$ cat config.mk
export PLATFORM = sky130hd
export DESIGN_NAME = pipe_add_acc
export DESIGN_NICKNAME = d
export VERILOG_FILES = /design/src/rtl/pipe_add_acc.sv
export SDC_FILE = /design/constraint.sdc
export NUM_CORES = 1
export LEC_CHECK = 0
export BUFFER_PORTS_ARGS = -buffer_cell sky130_fd_sc_hd__buf_2
export CORE_UTILIZATION = 50
export DETAILED_ROUTE_END_ITERATION = 16
export GPL_TIMING_DRIVEN = 0
export MAX_ROUTING_LAYER = met4
export PLACE_DENSITY = 0.7
export SYNTH_ARGS = -nofsm -noshare
export SYNTH_HDL_FRONTEND = slang
export SYNTH_SLANG_ARGS = --single-unit
$ cat constraint.sdc
create_clock -name clk -period 6.19 [get_ports clk]
set_clock_uncertainty 0.05 [all_clocks]
set_input_delay 1.238 -clock clk [delete_from_list [all_inputs] [get_ports clk]]
set_output_delay 1.238 -clock clk [all_outputs]
set_load 0.02 [all_outputs]
$ cat src/rtl/pipe_add_acc.sv
// pipe_add_acc: two-stage valid/ready add/subtract/accumulate pipeline.
// Stage 1 registers the operands and operation. Stage 2 computes the result,
// holds it for the consumer and commits the internal accumulator.
// Optional feature: define PIPE_ADD_SAT_EN to clamp signed overflows of
// ADD, SUB and ACC to the most positive or most negative value. Without it,
// results wrap and overflow is only reported.
module pipe_add_acc #(
    parameter int DATAWIDTH = 8
) (
    input  logic                 clk,
    input  logic                 rst_n,
    input  logic [DATAWIDTH-1:0] a,
    input  logic [DATAWIDTH-1:0] b,
    input  logic [1:0]           mode,
    input  logic                 in_valid,
    output logic                 in_ready,
    output logic [DATAWIDTH-1:0] sum,
    output logic                 cout,
    output logic                 ovf,
    output logic                 out_valid,
    input  logic                 out_ready
);

    localparam int W = DATAWIDTH;

    typedef enum logic [1:0] {
        MODE_ADD  = 2'b00,
        MODE_SUB  = 2'b01,
        MODE_ACC  = 2'b10,
        MODE_LOAD = 2'b11
    } mode_t;

    logic         en;
    logic         s1_valid;
    logic [W-1:0] s1_a;
    logic [W-1:0] s1_b;
    mode_t        s1_mode;
    logic [W-1:0] acc;

    logic [W:0]   wide;
    logic [W-1:0] res_sum;
    logic         res_cout;
    logic         res_ovf;
    logic         first_sign;

    // The whole pipe advances together. It stalls only when a result is
    // waiting and the consumer is not taking it.
    assign en       = !out_valid || out_ready;
    assign in_ready = en;

    // Stage-2 arithmetic on the stage-1 operands. The extra top bit of the
    // wide sum is the carry, or the no-borrow flag for subtraction. ACC reads
    // the committed accumulator, which the previous op updated at the edge
    // where that op entered stage 2, so back-to-back ACCs need no forwarding.
    always_comb begin
        wide       = '0;
        res_ovf    = 1'b0;
        first_sign = s1_a[W-1];
        case (s1_mode)
            MODE_ADD: begin
                wide    = {1'b0, s1_a} + {1'b0, s1_b};
                res_ovf = (s1_a[W-1] == s1_b[W-1]) && (wide[W-1] != s1_a[W-1]);
            end
            MODE_SUB: begin
                wide    = {1'b0, s1_a} + {1'b0, ~s1_b} + {{W{1'b0}}, 1'b1};
                res_ovf = (s1_a[W-1] != s1_b[W-1]) && (wide[W-1] != s1_a[W-1]);
            end
            MODE_ACC: begin
                wide       = {1'b0, acc} + {1'b0, s1_a};
                first_sign = acc[W-1];
                res_ovf    = (acc[W-1] == s1_a[W-1]) && (wide[W-1] != acc[W-1]);
            end
            default: begin
                wide = {1'b0, s1_a};
            end
        endcase
        res_sum  = wide[W-1:0];
        res_cout = wide[W];
`ifdef PIPE_ADD_SAT_EN
        if (res_ovf) begin
            res_sum = first_sign ? {1'b1, {(W-1){1'b0}}} : {1'b0, {(W-1){1'b1}}};
        end
`endif
    end

    // Pipeline registers and accumulator. A bubble moves through stage 2
    // without touching the held result or the accumulator.
    always_ff @(posedge clk or negedge rst_n) begin
        if (!rst_n) begin
            s1_valid  <= 1'b0;
            s1_a      <= '0;
            s1_b      <= '0;
            s1_mode   <= MODE_ADD;
            out_valid <= 1'b0;
            sum       <= '0;
            cout      <= 1'b0;
            ovf       <= 1'b0;
            acc       <= '0;
        end else if (en) begin
            s1_valid  <= in_valid;
            s1_a      <= a;
            s1_b      <= b;
            s1_mode   <= mode_t'(mode);
            out_valid <= s1_valid;
            if (s1_valid) begin
                sum  <= res_sum;
                cout <= res_cout;
                ovf  <= res_ovf;
                if (s1_mode == MODE_ACC || s1_mode == MODE_LOAD) begin
                    acc <= res_sum;
                end
            end
        end
    end

endmodule

# --- Word-level counts from Yosys, hierarchy flattened ---
# Index checks and enable logic that the tools add are counted.
word_totals:
  inputBits: 22
  wordCells: 34
  output_inout_bits: 12
  register_bits: 38
classes:
  n_addsub: 4
  mux: 2
  bitwise: 1
  n_reduce_logical: 9
  eq_ne: 9
op_table:
  columns: ["op", "n"]
  rows:
  - ["$add A8 B8 Y9", 3]
  - ["$pmux W9 S3", 1]
  - ["$add A9 B1 Y9 const B", 1]
  - ["$not A8 Y8", 1]
  - ["$eq A2 B2 Y1 const B", 2]
  - ["$ne A1 B1 Y1", 4]
  - ["$logic_and A1 B1 Y1", 3]
  - ["$pmux W1 S3", 1]
  - ["$reduce_and A3 Y1", 1]
  - ["$eq A1 B1 Y1", 2]
  - ["$eq A2 B1 Y1 const B", 1]
  - ["$logic_not A2 Y1", 1]
  - ["$logic_or A1 B1 Y1", 2]
  - ["$reduce_and A2 Y1", 1]
  - ["$logic_not A1 Y1", 1]

# --- Logic depth before layout (Yosys ltp) ---
# Gate-level depths: netlist of the first run.
depth:
  ltp_word: 6
  ltp_mapped: 10
  mapped_depth_nobuf: 10

# --- Least setup slack after synthesis of the first run ---
# No wires, ideal clock.
synth_path:
  kind: "input port to output port"
  from: "in out_ready"
  to: "out in_ready"
  path_buffers: 2
  path_slack_ns: 3.077
  stages: 3
  arrival_time_ns: 1.825
  t_required_ns: 4.902
  path_cell_list: "nand2b_1 buf_2 clkbuf_1"
synth_between:
  elab_chain_cells: 1
synth_rtl:
  columns: ["element", "line", "text"]
  rows:
  - ["start, declared", "21", "input logic out_ready"]
  - ["$logic_or A1 B1 Y1", "48", "assign en = !out_valid || out_ready;"]
  - ["end, declared", "16", "output logic in_ready,"]
# No other way between the ends.

# --- Worst setup path after layout of the first run ---
# Same ends and word-level chain as after synthesis.

==> metrics.md, run 1 <==
| Metric | Value |
|---|---|
| Crit start category | `primary input` |
| Number of antenna violations at the first check in global routing | `0` |
| Cells resized by post-CTS repair | `0` |
| Remaining DRCs | `0` |
| Num ports | `34` |
| Routed vias | `2233` |
| Post-DRT Antenna Nets | `0` |
| Die area | `around 0.0057 mm²` |
| WL per Instance | `15.5 µm` |
| Min-delay worst type | `reg2reg` |
| Vias in the first global route | `2171` |
| Critical path cell sequence | `buf_2 -> nand2b_1 -> buf_2 -> clkbuf_1 -> buf_2` |
| CTS Hold Buffers Added | `0` |
| Final nets | `378` |
| CTS max path bufs | `2` |
| First-pass GRT wire length | `between 10000 and 15000 µm` |
| Core Footprint | `approximately 0.0051 mm²` |
| Register area share after synthesis | `a little over a third` |
| Dpl hpwl | `4800 µm` |
| Yosys warning count | `0` |
| CTS buffer count | `5` |
| Most frequent cells in the layout | `38 x buf_2, 38 x dfrtp_1, 32 x nand2_1, 27 x o21ai_0, 25 x inv_1` |
| Maxcap violations | `0` |
| Vias per cell | `5.58` |
| Final count of negative-setup-slack endpoints | `0` |
| Initial Util | `52.1%` |
| Worst path top cell family by delay | `buffers and inverters` |
| Chip Width | `between 70 and 80 µm` |
| Worst path most repeated cell | `buf_2` |
| CP max stage cell | `clkbuf_1` |
| PortBufs | `33` |
| Num rows | `26` |
| Post-synth EDFFs | `0` |
| Netlist cell types | `49` |
| Final min period | `3450 ps` |
| Clk_lat worst skew | `290 ps` |
| Synthesized area | `0.00268 mm²` |
| Largest net degree at the start of global routing | `39` |
| CTS tree | `yes` |
| Fillers | `492` |
| Detailed Route WL | `6190 µm` |
| Root Driver | `clkbuf_8` |
| CTS sink cnt | `38` |
| Endpoints failing hold | `0` |
| Layout cell share with drive strength beyond 1 | `roughly 20%` |
| Unrepaired setup endpoints after global routing | `no` |
| Met3 Resource Use GR | `4.28%` |
| Crit share post-route | `55.8%` |
| PD cells | `383 mW/mm²` |
| Sum Neg Setup Slack | `0 ps` |
| Leakage power | `1.44 nW` |
| Multi-input gate area | `0.00159 mm²` |
| Crit path DAT | `2170 ps` |
| Syn Nets | `338` |
| R2R setup slack | `3720 ps` |
| GRT busiest layer | `met2` |
| FFs w/ async S/R, synth | `100%` |
| Syn Inst Count | `289` |
| Worst VDD drop | `0.139 mV` |
| Setup bufs post-CTS | `0` |
| Register Area | `951 µm²` |
| Status | `finished clean` |
| Top_reg_cell synth | `dfrtp_1` |
| H-tree Lvls | `2` |
| Least-Margin Pin Slew | `approximately 820 ps` |
| Die height | `75.2 µm` |
| Initial DRC count | `180` |
| GR Util met1 | `34.4%` |
| Mean post-synth cell area | `9.27 µm²` |
| Slew Viols, Final | `0` |
| Total global-route track usage | `between 20% and 30%` |
| Clock input transition at the sequential cells of the worst setup and hold paths | `roughly 70 ps` |
| Worst path max stage delay | `350 ps` |
| Post-DP Area | `0.00293 mm²` |
| Ant. Diodes | `0` |
| CP Capture Type | `output pin` |
| Pre-Repair DR Iteration Count | `4` |
| Yosys reg bits | `38` |
| Grt ovf | `0` |
| Worst EP required | `4900 ps` |
| Met2 GRT Util | `41.1%` |
| Worst path buffer plus inverter count | `4` |
| WS Path Type | `in2out` |
| Final RePlAce weighted congestion | `approximately 0.9` |
| Layout area overhead | `13.5%` |
| Fmax | `a little under 300 MHz` |
| Post-Layout Inst Area | `0.00304 mm²` |
| Worst-path fanout max | `10` |
| Slew HR | `45.2%` |
-- layout make-up --
type	instances	area share [%]
Inverter	26	3.21
Clock buffer	5	2.26
Multi-Input combinational cell	215	52.2
Clock inverter	3	1.32
Sequential cell	38	31.3
Buffer	10	1.44
Timing Repair Buffer	33	5.43
Tap cell	70	2.88
-- metrics by stage --
| step | std cells | hold slack (ps) | util, % | power [mW] | worst slack (ps) |
|---|---|---|---|---|---|
| global route | 400 | 465 | 59.2 | 1.26 | 2660 |
| global placement | 392 | 405 | 57.0 | 0.931 | 2740 |
| CTS | 400 | 432 | 59.2 | 1.16 | 2720 |
| floorplan | 289 | 401 | - | 0.800 | 3080 |
| detailed placement | 392 | 416 | 57.0 | 0.950 | 2730 |
| finish | 400 | 425 | 59.2 | 1.16 | 2740 |
-- Yosys cell counts (4+ instances only) --
| library cell | instances | area, µm² |
|---|---|---|
| mux2_2 | 10 | 113 |
| a211oi_1 | 6 | 45.0 |
| a21oi_1 | 12 | 60.1 |
| buf_2 | 5 | 25.0 |
| dfrtp_1 | 38 | 951 |
| nor2b_1 | 4 | 25.0 |
| xnor2_1 | 7 | 61.3 |
| nand2b_1 | 5 | 31.3 |
| nand3_1 | 5 | 25.0 |
| a31oi_1 | 4 | 25.0 |
| o21ai_0 | 27 | 135 |
| mux2i_1 | 5 | 50.1 |
| nand2_1 | 32 | 120 |
| a21o_1 | 7 | 52.6 |
| clkbuf_1 | 4 | 15.0 |
| nor2_1 | 15 | 56.3 |
| ha_1 | 24 | 300 |
| inv_1 | 25 | 93.8 |
-- tightest hold or removal path, stage by stage, from the launching register on --
cell	delay (ps)
dfrtp_1	340
nand2_1	40
o21ai_0	60
-- path summary, 6_finish.rpt --
path                           start        to  cells after the start
min in group asynchronous      rst_n       ovf                      1
min                           sum[2]    sum[2]                      2
max                        out_ready  in_ready                      5
max reg2reg                  s1_a[0]    sum[6]                     10
max in group asynchronous      rst_n   s1_b[4]                      1
min reg2reg                   sum[2]    sum[2]                      2
-- where the power goes --
group          total, mW  internal (mW)  leakage, nW  switching [mW]
Sequential         0.375          0.321        0.456          0.0538
Combinational      0.578          0.244        0.927           0.334
Clock              0.211          0.119       0.0579          0.0920
Total               1.16          0.685         1.44           0.479
-- kinds of logic after synthesis --
family          count (synthesis)  share of synthesized area [%]
buf+inv                        36                           5.28
simple gates                   76                           13.5
compound gates                 84                           20.7
flops                          38                           35.5
xor+xnor                       10                           3.27
mux                            18                           8.31
fa+ha+maj                      27                           13.5
-- state kept, by name, indices dropped and copies added (netlist names) --
signal	flops
acc	8
cout	1
out_valid	1
ovf	1
s1_a	8
s1_b	8
s1_mode	2
s1_valid	1
sum	8
-- per-layer routing --
| metal | routed length (µm) | vias to the layer above |
|---|---|---|
| li1 | - | 1110 |
| met3 | 387 | 7 |
| met2 | 2890 | 70 |
| met4 | 51 | 0 |
| met1 | 2860 | 1046 |
| met5 | 0 | - |
Note: power is estimated with default switching activity, not from simulation.
==> inputs of run 2 (changes only) <==
Settings changed: PLACE_DENSITY 0.7 to 0.73.
Clock period 6.19 ns to 2.86 ns, I/O delays scaled along.
==> run 2 against run 1 <==
Compared with the run above:
- sequential share of layout area is 0.18 points higher
- global-route usage is 0.88 points lower
- sequential power is 120% higher
- die area stayed put
- first-iteration DRC count is 3.9% higher
- worst setup slack worse by 2300 ps
- via count is 0.45% higher
- largest power group unchanged
==> metrics.md, run 2 (synthesis gave the netlist of run 1 again) <==
| Metric | Value |
|---|---|
| Status | `finished clean` |
| Unrepaired setup endpoints after global routing | `no` |
| Reg2Reg Capture Point | `sum[6]` |
| H-tree Lvls | `2` |
| Layout area overhead | `12.8%` |
| Die height | `~75 µm` |
| Crit start category | `register` |
| Setup ws final | `roughly 450 ps` |
| Worst EP required | `2990 ps` |
| Largest net degree at the start of global routing | `39` |
| CTS max path bufs | `2` |
| Layout cell share with drive strength beyond 1 | `19.4%` |
| Worst path buffer plus inverter count | `1` |
| Pre-Repair DR Iteration Count | `4` |
| Ant. Diodes | `0` |
| Remaining DRCs | `0` |
| Critical path cell sequence | `inv_1 -> fa_1 -> o21bai_1 -> a21oi_1 -> o31ai_1 -> o21ai_0 -> xnor2_1 -> o311ai_0` |
| Chip Width | `75.2 µm` |
| Leakage power | `1.43 nW` |
| Detailed Route WL | `5930 µm` |
| Hold slack | `328 ps` |
| Worst path max stage delay | `470 ps` |
| Post-Layout Inst Area | `between 0.003 and 0.004 mm²` |
| Worst VDD drop | `approximately 0.31 mV` |
| WS Path Type | `reg2reg` |
| Final nets | `378` |
| Worst-case reg-to-reg path depth | `8` |
| Clk_lat worst skew | `290 ps` |
| Root Driver | `clkbuf_8` |
| Core Footprint | `0.00514 mm²` |
| CP max stage cell | `dfrtp_1` |
| Setup bufs post-CTS | `0` |
| First-pass GRT wire length | `10100 µm` |
| Placed instance count | `392` |
| Slew Viols, Final | `0` |
| Sum Neg Setup Slack | `0 ps` |
| Die area | `roughly 0.0057 mm²` |
| Post-DP Area | `0.00293 mm²` |
| R2r startpoint | `s1_a[1]` |
| Number of antenna violations at the first check in global routing | `0` |
| Dpl hpwl | `4670 µm` |
| Worst-path fanout max | `5` |
| PD cells | `803 mW/mm²` |
| Maxcap violations | `0` |
| Least-Margin Pin Slew | `between 800 and 900 ps` |
| Total global-route track usage | `24.7%` |
| Cells resized by post-CTS repair | `0` |
| Total power | `2.43 mW` |
| Pre-CTS setup slack | `427 ps` |
| Critical path launch point | `s1_a[1]` |
| Crit path to | `sum[6]` |
| Grt ovf | `0` |
| Endpoints failing hold | `0` |
| R2R setup slack | `450 ps` |
| CTS Hold Buffers Added | `0` |
| Initial DRC count | `187` |
| Post-route non-filler standard cell count | `400` |
| CTS buffer count | `5` |
| Routed vias | `roughly 2200` |
| Fmax | `415 MHz` |
| Vias per cell | `approximately 5.6` |
| Slew HR | `44.4%` |
| Post-DRT Antenna Nets | `0` |
| Min-delay worst type | `in2async` |
| Final RePlAce weighted congestion | `around 0.93` |
| Crit path DAT | `2540 ps` |
| WL per Instance | `14.8 µm` |
| CP Capture Type | `register` |
| Crit share post-route | `a little over four fifths` |
| Most frequent cells in the layout | `38 x buf_2, 38 x dfrtp_1, 32 x nand2_1, 27 x o21ai_0, 25 x inv_1` |
| Final min period | `2410 ps` |
| Initial Util | `52.1%` |
| Clock input transition at the sequential cells of the worst setup and hold paths | `80 ps` |
| Final count of negative-setup-slack endpoints | `0` |
| Fin util | `58.8%` |
| PortBufs | `33` |
| Num rows | `26` |
| CTS sink cnt | `38` |
| Num ports | `34` |
| Worst path top cell family by delay | `compound AO/OA/AOI/OAI gates` |
| Stages on worst setup path | `8` |
| CTS tree | `yes` |
| Vias in the first global route | `~2100` |
[run 2: cell count changes in the layout (fill, tap and decap cells not counted)]
cell       previous run  this run
bufinv_16             1         0
clkbuf_1              4         5
clkbuf_8              5         6
clkinv_2              2         1
[run 2: per-layer routing]
layer / vias to the layer above / share of wire (%) / GRT usage [%]
li1: 1113 / - / -
met1: 1068 / 48 / 34.0
met2: 58 / 46 / 38.4
met3: 4 / 4.6 / 4.02
met4: 0 / 0.86 / 5.76
met5: - / 0 / -
[run 2: final cells by class]
class	instances	area [µm²]
buffer	10	43.8
clock buffer	7	86.3
clock inverter	1	5.00
fill	492	2120
inverter	26	97.6
multi-input combinational	215	1590
sequential	38	951
tap	70	87.6
timing repair buffer	33	165
[run 2: worst min path at each step]
stage,startpoint,endpoint,slack (ps),cells after the start
global route,rst_n,s1_a[0],400,1
floorplan,rst_n,acc[0],230,0
global placement,sum[1],sum[1],410,2
CTS,rst_n,s1_b[1],350,1
finish,rst_n,s1_b[1],330,1
detailed placement,sum[1],sum[1],420,2
[run 2: power by group]
part	leakage (nW)	switching, mW	internal, mW
logic	0.927	0.705	0.528
clock network	0.0482	0.188	0.195
registers	0.456	0.117	0.696
total	1.43	1.01	1.42
[run 2: worst reg2reg max path, delay by kind of cell, from the launching register on]
family,cells,cell delay [ps]
compound gates,5,980
xor+xnor,1,160
fa+ha+maj,1,460
buf+inv,1,170
flops,1,470
